==> config.mk <==
export PLATFORM = sky130hd
export DESIGN_NAME = scalar_product_seq
export DESIGN_NICKNAME = d
export VERILOG_FILES = /design/src/rtl/scalar_product_seq.sv
export SDC_FILE = /design/constraint.sdc
export NUM_CORES = 1
export LEC_CHECK = 0
export CORE_MARGIN = 2
export CORE_UTILIZATION = 30
export CTS_BUF_LIST = sky130_fd_sc_hd__clkbuf_8
export DETAILED_ROUTE_END_ITERATION = 8
export PLACE_DENSITY = 0.55
export SYNTH_ARGS = -nofsm -noshare
export SYNTH_HDL_FRONTEND = slang
export SYNTH_SLANG_ARGS = --single-unit
==> constraint.sdc <==
create_clock -name clk -period 16.4 [get_ports clk]
set_input_delay 2.46 -clock clk [delete_from_list [all_inputs] [get_ports clk]]
set_output_delay 2.46 -clock clk [all_outputs]
set_load 0.03 [all_outputs]
==> src/rtl/scalar_product_seq.sv <==
// Sequenced dot product over external X/Y element memories with a pipelined multiply-accumulate.
// Optional overflow detection is built when SCALAR_PRODUCT_SEQ_OVF_EN is defined.
module scalar_product_seq #(
    parameter int DATA_W = 32,
    parameter int DEPTH  = 256,
    parameter int ADDR_W = 8
) (
    input  logic              clk,
    input  logic              rst_n,
    input  logic              start,
    input  logic              abort,
    input  logic [ADDR_W:0]   len,
    output logic              busy,
    output logic              done,
    output logic [DATA_W-1:0] result,
    output logic              ovf,
    input  logic              mem_gnt,
    output logic              rd_en,
    output logic [ADDR_W-1:0] rd_addr,
    input  logic [DATA_W-1:0] x_data,
    input  logic [DATA_W-1:0] y_data
);

    localparam int LEN_W = ADDR_W + 1;
    localparam logic [LEN_W-1:0] DEPTH_L = LEN_W'(DEPTH);

    typedef enum logic [1:0] {
        IDLE  = 2'd0,
        RUN   = 2'd1,
        DRAIN = 2'd2,
        DONE  = 2'd3
    } state_t;

    state_t            state;
    logic [ADDR_W-1:0] cnt;
    logic [ADDR_W-1:0] lenm1_q;
    logic              vld_q;
    logic [DATA_W-1:0] acc;
    logic [DATA_W-1:0] acc_next;
    logic [DATA_W-1:0] prod_lo;
    logic [LEN_W-1:0]  len_clip;

    assign len_clip = (len > DEPTH_L) ? DEPTH_L : len;

    // Abort gates the strobe in the same cycle so no read escapes after cancellation.
    assign rd_en   = (state == RUN) && mem_gnt && !abort;
    assign rd_addr = cnt;

`ifdef SCALAR_PRODUCT_SEQ_OVF_EN
    logic [2*DATA_W-1:0] prod_full;
    logic                carry;
    logic                ovf_hit;
    logic                ovf_q;

    assign prod_full          = {{DATA_W{1'b0}}, x_data} * {{DATA_W{1'b0}}, y_data};
    assign prod_lo            = prod_full[DATA_W-1:0];
    assign {carry, acc_next}  = {1'b0, acc} + {1'b0, prod_lo};
    assign ovf_hit            = vld_q && ((|prod_full[2*DATA_W-1:DATA_W]) || carry);
    assign ovf                = ovf_q;

    // Sticky across the whole computation; only a newly accepted start clears it.
    always_ff @(posedge clk or negedge rst_n) begin
        if (!rst_n) begin
            ovf_q <= 1'b0;
        end else if (state == IDLE && start) begin
            ovf_q <= 1'b0;
        end else if (ovf_hit) begin
            ovf_q <= 1'b1;
        end
    end
`else
    assign prod_lo  = x_data * y_data;
    assign acc_next = acc + prod_lo;
    assign ovf      = 1'b0;
`endif

    always_ff @(posedge clk or negedge rst_n) begin
        if (!rst_n) begin
            state   <= IDLE;
            cnt     <= '0;
            lenm1_q <= '0;
            vld_q   <= 1'b0;
            acc     <= '0;
            busy    <= 1'b0;
            done    <= 1'b0;
            result  <= '0;
        end else begin
            done  <= 1'b0;
            vld_q <= rd_en;
            if (vld_q) begin
                acc <= acc_next;
            end

            case (state)
                IDLE: begin
                    if (start) begin
                        acc <= '0;
                        cnt <= '0;
                        if (len_clip == '0) begin
                            state  <= DONE;
                            done   <= 1'b1;
                            result <= '0;
                        end else begin
                            lenm1_q <= ADDR_W'(len_clip - LEN_W'(1));
                            state   <= RUN;
                            busy    <= 1'b1;
                        end
                    end
                end

                RUN: begin
                    if (abort) begin
                        state <= IDLE;
                        busy  <= 1'b0;
                        vld_q <= 1'b0;
                    end else if (mem_gnt) begin
                        cnt <= cnt + ADDR_W'(1);
                        if (cnt == lenm1_q) begin
                            state <= DRAIN;
                        end
                    end
                end

                DRAIN: begin
                    if (abort) begin
                        state <= IDLE;
                        busy  <= 1'b0;
                        vld_q <= 1'b0;
                    end else begin
                        // The final product lands this cycle, so capture the sum including it.
                        state  <= DONE;
                        busy   <= 1'b0;
                        done   <= 1'b1;
                        result <= acc_next;
                    end
                end

                DONE: begin
                    state <= IDLE;
                end

                default: begin
                    state <= IDLE;
                end
            endcase
        end
    end

endmodule

==> results.txt, run 1 <==
status -> complete, no violations
Max FO, Critical Path -> 31
CP startpoint -> y_data[1]
first-pass GRT wire length -> 93300 um
max-slew violations -> 0
Vias/cell -> 4.63
area share of fa/ha/maj cells after synthesis -> 50.6%
Worst-Margin Slew -> 1.22 ns
Max Fclk -> 95.0 MHz
Post-Synth XOR/XNOR Area -> 4.31%
DRC errors left -> 0
critical path required time -> 16.68 ns
Std-Cell Rows -> 95
nets@finish -> 2922
hpwl dp -> 47200 um
met3 track demand over resource -> 2.54%
global routing's busiest layer -> met2
chip width -> 266 um
most frequent cells in the layout -> inv_1, fa_1, and2_1
post_cts resized -> 0
post-synthesis compound-gate area fraction -> 5.01%
gr usage total -> 16.9%
synthesized cell area -> 0.0205 mm2
num ports -> 122
multiplexer share of the synthesized area -> 1.41%
register area share after synthesis -> 10.4%
Worst Hold Class -> reg -> reg
commonest non-fill, non-tap cell in the layout -> inv_1
largest family of logic cells by synthesized area -> adder cells
vias in the first global route -> 16.3k
min-delay src -> result[4]$_DFFE_PN0P_
gr ovfl total -> 0
post-layout min period -> 10.53 ns
Synth warnings -> 0
CP Launch Type -> primary input
Final Hold Vio Count -> 0
syn nets -> 2872
Final ANT Viol Nets -> 0
met2 usage -> 27.6%
Final GP Congestion -> 0.848
Primary FF master, synth -> dfrtp_1
met1 Use GR -> 24.0%
Post-synth EDFFs -> 0
# Post-CTS Setup Buffers -> 0
final wirelength -> 57700 um
Die ar. -> 0.0706 mm2
RSZ-0062 raised after global routing -> false
fraction of registers with async set/reset -> 100%
clock buffer count from CTS -> 9
Tcrit/Tclk final -> 64.2%
Core ar. -> 0.0675 mm2
Worst Setup Slack, final -> 5.87 ns
clock sink count -> 85
max_cap viols -> 0
DIE HEIGHT -> 266 um
Synth Register Bits -> 85
Clk pin slew, worst setup/hold paths -> 0.10 ns
vias after detailed routing -> 14.6k
PortBufs -> 120
share of layout cells above drive strength 1 -> 2.54%
H-tree depth -> 3
library cells used by synthesis -> 63
Slew HR -> 18.7%
Initial Util -> 30.4%
initial antenna violation count -> 1
Final Setup Violations -> 0
Starting DRT DRC Count -> 725
clk root buf -> clkbuf_8
synthesis-to-layout area growth -> 11.1%
Avg Inst Size Synth -> 9.23 um2
crit path capture type -> flip-flop
final setup TNS -> 0 ns
clock tree buffer depth -> 2
Crit Path Category -> in -> reg
drt wl/cell -> 18.3 um
Simple-Gate Fraction of Synth Area -> 17.1%
largest net degree at the start of global routing -> 52
Setup Skew -> 0.0161 ns
cell count after synthesis -> 2226
cts hold-fix bufs -> 0
Worst EP arrival -> 10.81 ns
DRT Pass-1 Iters -> 5
CTS tree -> yes
worst-skew pair later-pin latency -> 0.37 ns
Crit Reg-Reg Startpoint -> acc[19]$_DFF_PN0_
pre-CTS setup slack -> 5.47 ns
-- path summary, 6_finish.rpt --
kind / end / slack [ns] / cells past startpoint
min in group asynchronous: rd_addr[5]$_DFFE_PN0P_ / 2.03 / 1
max in group asynchronous: vld_q$_DFF_PN0_ / 13.27 / 2
hold reg to reg: result[4]$_DFFE_PN0P_ / 0.50 / 2
hold / removal: result[4]$_DFFE_PN0P_ / 0.50 / 2
setup / recovery: acc[31]$_DFF_PN0_ / 5.87 / 24
setup reg to reg: acc[31]$_DFF_PN0_ / 9.04 / 22
-- stage by stage --
step	cells	utilization, %	hold slack (ns)	instance area, um2
2_1_floorplan	2226	-	0.468	20500
3_3_place_gp	3138	33.5	0.472	22600
3_5_place_dp	3138	33.5	0.476	22600
4_1_cts	3154	33.8	0.497	22800
5_1_grt	3155	33.8	0.527	22800
6_report	3156	33.8	0.497	22800
-- Yosys cell counts (7+ instances only) --
| cell type | count | area, um2 |
|---|---|---|
| a21o_1 | 10 | 75.1 |
| a21oi_1 | 33 | 165 |
| a22o_1 | 25 | 219 |
| and2_1 | 321 | 2010 |
| clkbuf_1 | 99 | 372 |
| dfrtp_1 | 85 | 2130 |
| fa_1 | 438 | 8770 |
| ha_1 | 130 | 1630 |
| inv_1 | 501 | 1880 |
| mux2i_1 | 24 | 240 |
| nand2_1 | 253 | 950 |
| nand3_1 | 13 | 65.1 |
| nor2_1 | 61 | 229 |
| nor2b_1 | 7 | 43.8 |
| o21ai_0 | 28 | 140 |
| xnor2_1 | 76 | 666 |
| xor2_1 | 25 | 219 |
-- worst max-delay path, stage by stage --
cell,delay [ns]
clkdlybuf4s50_1,1.04
and2_1,0.48
fa_1,0.47
fa_1,0.52
fa_1,0.51
inv_1,0.07
fa_1,0.54
inv_1,0.06
fa_1,0.48
fa_1,0.50
fa_1,0.49
inv_1,0.05
fa_1,0.51
inv_1,0.06
ha_1,0.33
or2_2,0.29
a21oi_1,0.14
a21oi_1,0.05
a31oi_1,0.38
a21oi_1,0.16
a2111oi_0,0.53
o21ai_0,0.20
xnor2_1,0.17
a211oi_1,0.27
-- registers in the layout, indices dropped and copies added, names as in the netlist --
name and flops:
rd_addr 8, acc 32, state 2, done 1, vld_q 1, result 32, busy 1, lenm1_q 8
-- per-layer routing --
layer  up-vias  routed length [um]  part of all wire [%]
met5         -                   0                     0
met4         0                 783                   1.4
met3        44                3020                   5.2
met2       337               27300                    47
met1      7616               26600                    46
li1       6624                   -                     -
-- logic make-up after synthesis --
| logic type | after synthesis |
|---|---|
| AND/OR/NAND/NOR | 689 |
| buffers and inverters | 607 |
| adder cells (fa/ha/maj) | 568 |
| AO/OA/AOI/OAI | 147 |
| XOR/XNOR | 101 |
| flip-flops | 85 |
| multiplexers | 28 |
| other | 1 |
-- final cells by class --
class / count / area, um2
clock inverter: 7 / 67.6
timing repair buffer: 145 / 1390
fill: 6948 / 44700
antenna: 2 / 5.00
inverter: 501 / 1880
tap: 873 / 1090
multi-input combinational: 1534 / 16100
clock buffer: 9 / 124
sequential: 85 / 2130
Power of run 1 is not shown: default switching activity piles up to over one toggle a cycle in this logic, so the estimate is an artifact.
==> inputs of run 2 (changes only) <==
- clock period: 16.4 -> 10.3 ns (I/O delays scaled with it)
==> run 2 against run 1 <==
Compared with the run above: via count fell by 1.2%; worst hold slack improved by 0.011 ns; setup slack worse by 5.0 ns; critical endpoint unchanged.
==> results.txt, run 2 (synthesis results as in run 1) <==
Worst Hold Class -> reg -> reg
R2R depth -> 22
DIE HEIGHT -> 266 um
Core ar. -> 0.0675 mm2
CP Launch Type -> primary input
commonest non-fill, non-tap cell in the layout -> inv_1
Initial Util -> 30.4%
status -> complete, no violations
PortBufs -> 120
hold endpoint -> lenm1_q[7]$_DFFE_PN0P_
hpwl dp -> 48800 um
Std-Cell Rows -> 95
max-slew violations -> 0
vias after detailed routing -> 14.4k
largest net degree at the start of global routing -> 51
CP startpoint -> y_data[2]
Worst-Margin Slew -> 1.01 ns
H-tree depth -> 3
Crit Reg-Reg Startpoint -> acc[19]$_DFF_PN0_
critical path required time -> 10.57 ns
Setup Skew -> 0.0224 ns
clock sink count -> 85
met3 track demand over resource -> 1.47%
final wirelength -> 56500 um
Max Fclk -> 106 MHz
global routing's busiest layer -> met2
Max FO, Critical Path -> 17
biggest regs -> acc (32), result (32)
share of layout cells above drive strength 1 -> 3.22%
DRT Pass-1 Iters -> 5
Final Setup Violations -> 0
vias in the first global route -> 16.3k
Slew HR -> 32.3%
worst-skew pair later-pin latency -> 0.38 ns
chip width -> 266 um
clock tree buffer depth -> 2
clk root buf -> clkbuf_8
first-pass GRT wire length -> 92700 um
Clk pin slew, worst setup/hold paths -> 0.10 ns
clock buffer count from CTS -> 9
num ports -> 122
post-layout min period -> 9.44 ns
Final Hold Vio Count -> 0
Final GP Congestion -> 0.870
Final ANT Viol Nets -> 0
nets@finish -> 2937
Worst EP arrival -> 9.71 ns
met1 Use GR -> 24.1%
Die ar. -> 0.0706 mm2
# Post-CTS Setup Buffers -> 0
Worst R2R End -> acc[31]$_DFF_PN0_
internal reg-to-reg setup slack -> 2.93 ns
gr ovfl total -> 0
most frequent cells in the layout -> inv_1, fa_1, and2_1
max_cap viols -> 0
Filler Cells Inserted -> 6897
met2 usage -> 27.7%
final setup TNS -> 0 ns
synthesis-to-layout area growth -> 11.6%
hold path cells -> 2
Starting DRT DRC Count -> 720
CTS tree -> yes
drt wl/cell -> 17.8 um
Crit Path Category -> in -> reg
post_cts resized -> 0
crit path capture type -> flip-flop
cts hold-fix bufs -> 0
gr usage total -> 16.7%
initial antenna violation count -> 0
min-delay src -> lenm1_q[7]$_DFFE_PN0P_
Tcrit/Tclk final -> 91.6%
Vias/cell -> 4.56
DRC errors left -> 0
RSZ-0062 raised after global routing -> false
run 2: cell count changes in the layout (fill, tap and decap cells not counted), sizes merged:
| cell | previous run | this run |
|---|---|---|
| buf | 26 | 41 |
| bufinv | 1 | 0 |
| clkinvlp | 2 | 0 |
| diode | 2 | 1 |
| inv | 502 | 505 |
run 2: cell type report:
class                           count  area, um2  area share [%]
Clock inverter                      7       67.6           0.295
Inverter                          501       1880            8.21
Timing Repair Buffer              160       1500            6.54
Sequential cell                    85       2130            9.29
Multi-Input combinational cell   1534      16100            70.4
Antenna cell                        1       2.50          0.0109
Tap cell                          873       1090            4.77
Clock buffer                        9        124           0.540
run 2: per-layer routing:
metal,up-vias,wire [um]
met3,47,1740
li1,6658,-
met1,7514,27300
met5,-,0
met2,228,26800
met4,0,730
run 2: worst max-delay path by stage:
stage                   endpoint  slack, ns  cells after the start
2_1_floorplan  acc[31]$_DFF_PN0_       2.04                     25
3_3_place_gp   acc[31]$_DFF_PN0_       0.68                     26
3_5_place_dp   acc[31]$_DFF_PN0_       0.47                     26
4_1_cts        acc[31]$_DFF_PN0_       0.88                     26
5_1_grt        acc[31]$_DFF_PN0_       0.43                     26
6_report       acc[31]$_DFF_PN0_       0.86                     26
run 2: critical path, cell delays in order:
cell and delay, ns:
clkdlybuf4s50_1 0.89, and2_1 0.44, fa_1 0.57, fa_1 0.43
fa_1 0.50, inv_1 0.06, fa_1 0.53, inv_1 0.05
fa_1 0.50, inv_1 0.05, fa_1 0.54, inv_1 0.05
fa_1 0.49, inv_1 0.05, fa_1 0.36, inv_1 0.07
ha_1 0.28, or2_2 0.29, a21oi_1 0.15, a21oi_1 0.05
a31oi_1 0.40, a21oi_1 0.17, a2111oi_0 0.59, o21ai_0 0.21
xnor2_1 0.17, a211oi_1 0.24
run 2: stage by stage:
step	instance area (um2)	hold WS, ns	cells	setup slack (ns)	utilization, %
2_1_floorplan	20500	0.468	2226	2.04	-
3_3_place_gp	22700	0.475	3153	0.676	33.7
3_5_place_dp	22700	0.483	3153	0.467	33.7
4_1_cts	22900	0.519	3169	0.881	33.9
5_1_grt	22900	0.534	3169	0.427	33.9
6_report	22900	0.507	3170	0.863	33.9
Power of run 2 is left out for the same reason.
==> variant: new RTL, settings of run 2 <==
The 4 states of `state_t` get a Gray code encoding in 2 bits.
--- a/src/rtl/scalar_product_seq.sv
+++ b/src/rtl/scalar_product_seq.sv
@@ -25,10 +25,10 @@
     localparam logic [LEN_W-1:0] DEPTH_L = LEN_W'(DEPTH);
 
     typedef enum logic [1:0] {
-        IDLE  = 2'd0,
-        RUN   = 2'd1,
-        DRAIN = 2'd2,
-        DONE  = 2'd3
+        IDLE  = 2'b00,
+        RUN   = 2'b01,
+        DRAIN = 2'b11,
+        DONE  = 2'b10
     } state_t;
 
     state_t            state;
Behaviour: no difference found for any inputs over 4 cycles, from zero or initial values and one cycle with rst_n low; so few cycles prove little.
==> variant against run 2 <==
  * Sequential cell count unchanged
  * Critical endpoint is now result[30]
  * Sequential share of layout area about the same
  * Final area about the same
  * Routed wire length decreased by 1.0%
  * Largest cell class unchanged
  * Final cell count is 0.28% lower
  * Area after synthesis is 0.19% lower
  * Global-route usage decreased by 0.13 points
  * Setup slack improved by 0.32 ns
Power is left out: the tool's default activity adds up to more than one toggle a clock period on the data nets, which glitch-free logic cannot reach.
==> variant: results (changes against run 2) <==
Setup path
  – R2R setup slack: 3.28 ns (+0.35 ns)
  – Crit path launch: y_data[5]
  – Crit path arrival time: 9.35 ns (-0.36 ns)
  – Critical Path Fanout Max: 16 (-1)

Layout
  – Layout cells sized above 1: 3.634% (+0.41 points)
  – Invs w/o clock: 499 (-0.40%)
  – Fillcell total: 6848 (-0.71%)
  – Clock buffer cells: 10 (+1)
  – Nets@finish: 2924 (-0.44%)
  – Ant. Diodes: 4 (+3)
  – Multi-input combinational area share: 70.15% (-0.20 points)
  – Comb_multi_in: 1521 (-0.85%)
  – Non-clock buffering overhead: 6.644% (+0.10 points)
  – Signal buffers: 163 (+1.9%)
  – Fin cells: 3161 (-0.28%)
  – Area Growth Syn to Fin: 11.72%

Yosys
  – Syn Area/Cell: 9.287 um2 (+0.66%)
  – Library cells used by synthesis: 66 (+4.8%)
  – Synth Area in Adders: 50.66% (about the same)
  – Compound-Gate Fraction of Synth Area: 4.499% (-0.52 points)

GRT
  – GRT Resource Usage Total: 16.60% (-0.13 points)
  – Vias in the first global route: 16070 (-1.6%)
  – Global-route wire length before repair: 91820 um (-0.99%)

Run status
  – Outcome: completed

Routing
  – Per-cell routed wire length: 17.70 um (-0.75%)
  – First-iteration detailed-routing DRC count: 688 (-4.4%)
  – Vias per std cell: 4.572 (+0.32%)

Timing
  – Skew final: 0.01701 ns (-0.005357 ns)
  – Slew @ Worst Pin: 0.9710 ns (-0.04092 ns)

Placed design
  – DP Area: 22680 um2 (-0.20%)
  – GPL Wtd Cong: 0.8610 (-1.1%)
## variant: changes by cell type after synthesis, moves of 4 or more
cell / before / now
a21oi_1: 33 / 20
a31oi_1: 2 / 9
clkbuf_1: 99 / 89
clkbuf_8: 0 / 4
nand3_1: 13 / 8
o21ai_0: 28 / 33
or3_1: 3 / 7
xnor2_1: 76 / 65
xor2_1: 25 / 41
## variant: layer usage
| metal | vias to the layer above | track usage (%) |
|---|---|---|
| met4 | 2 | 1.756 |
| met3 | 29 | 2.111 |
| met2 | 270 | 28.24 |
| met1 | 7543 | 23.33 |
| li1 | 6608 | - |
| met5 | - | 0 |
## variant: tightest hold or removal path, delay by kind of cell, from the launching register on
kind               cells  cell delay, ns
AOI/OAI and AO/OA      1            0.07
DFF                    1            0.36
and+or+nand+nor        1            0.05
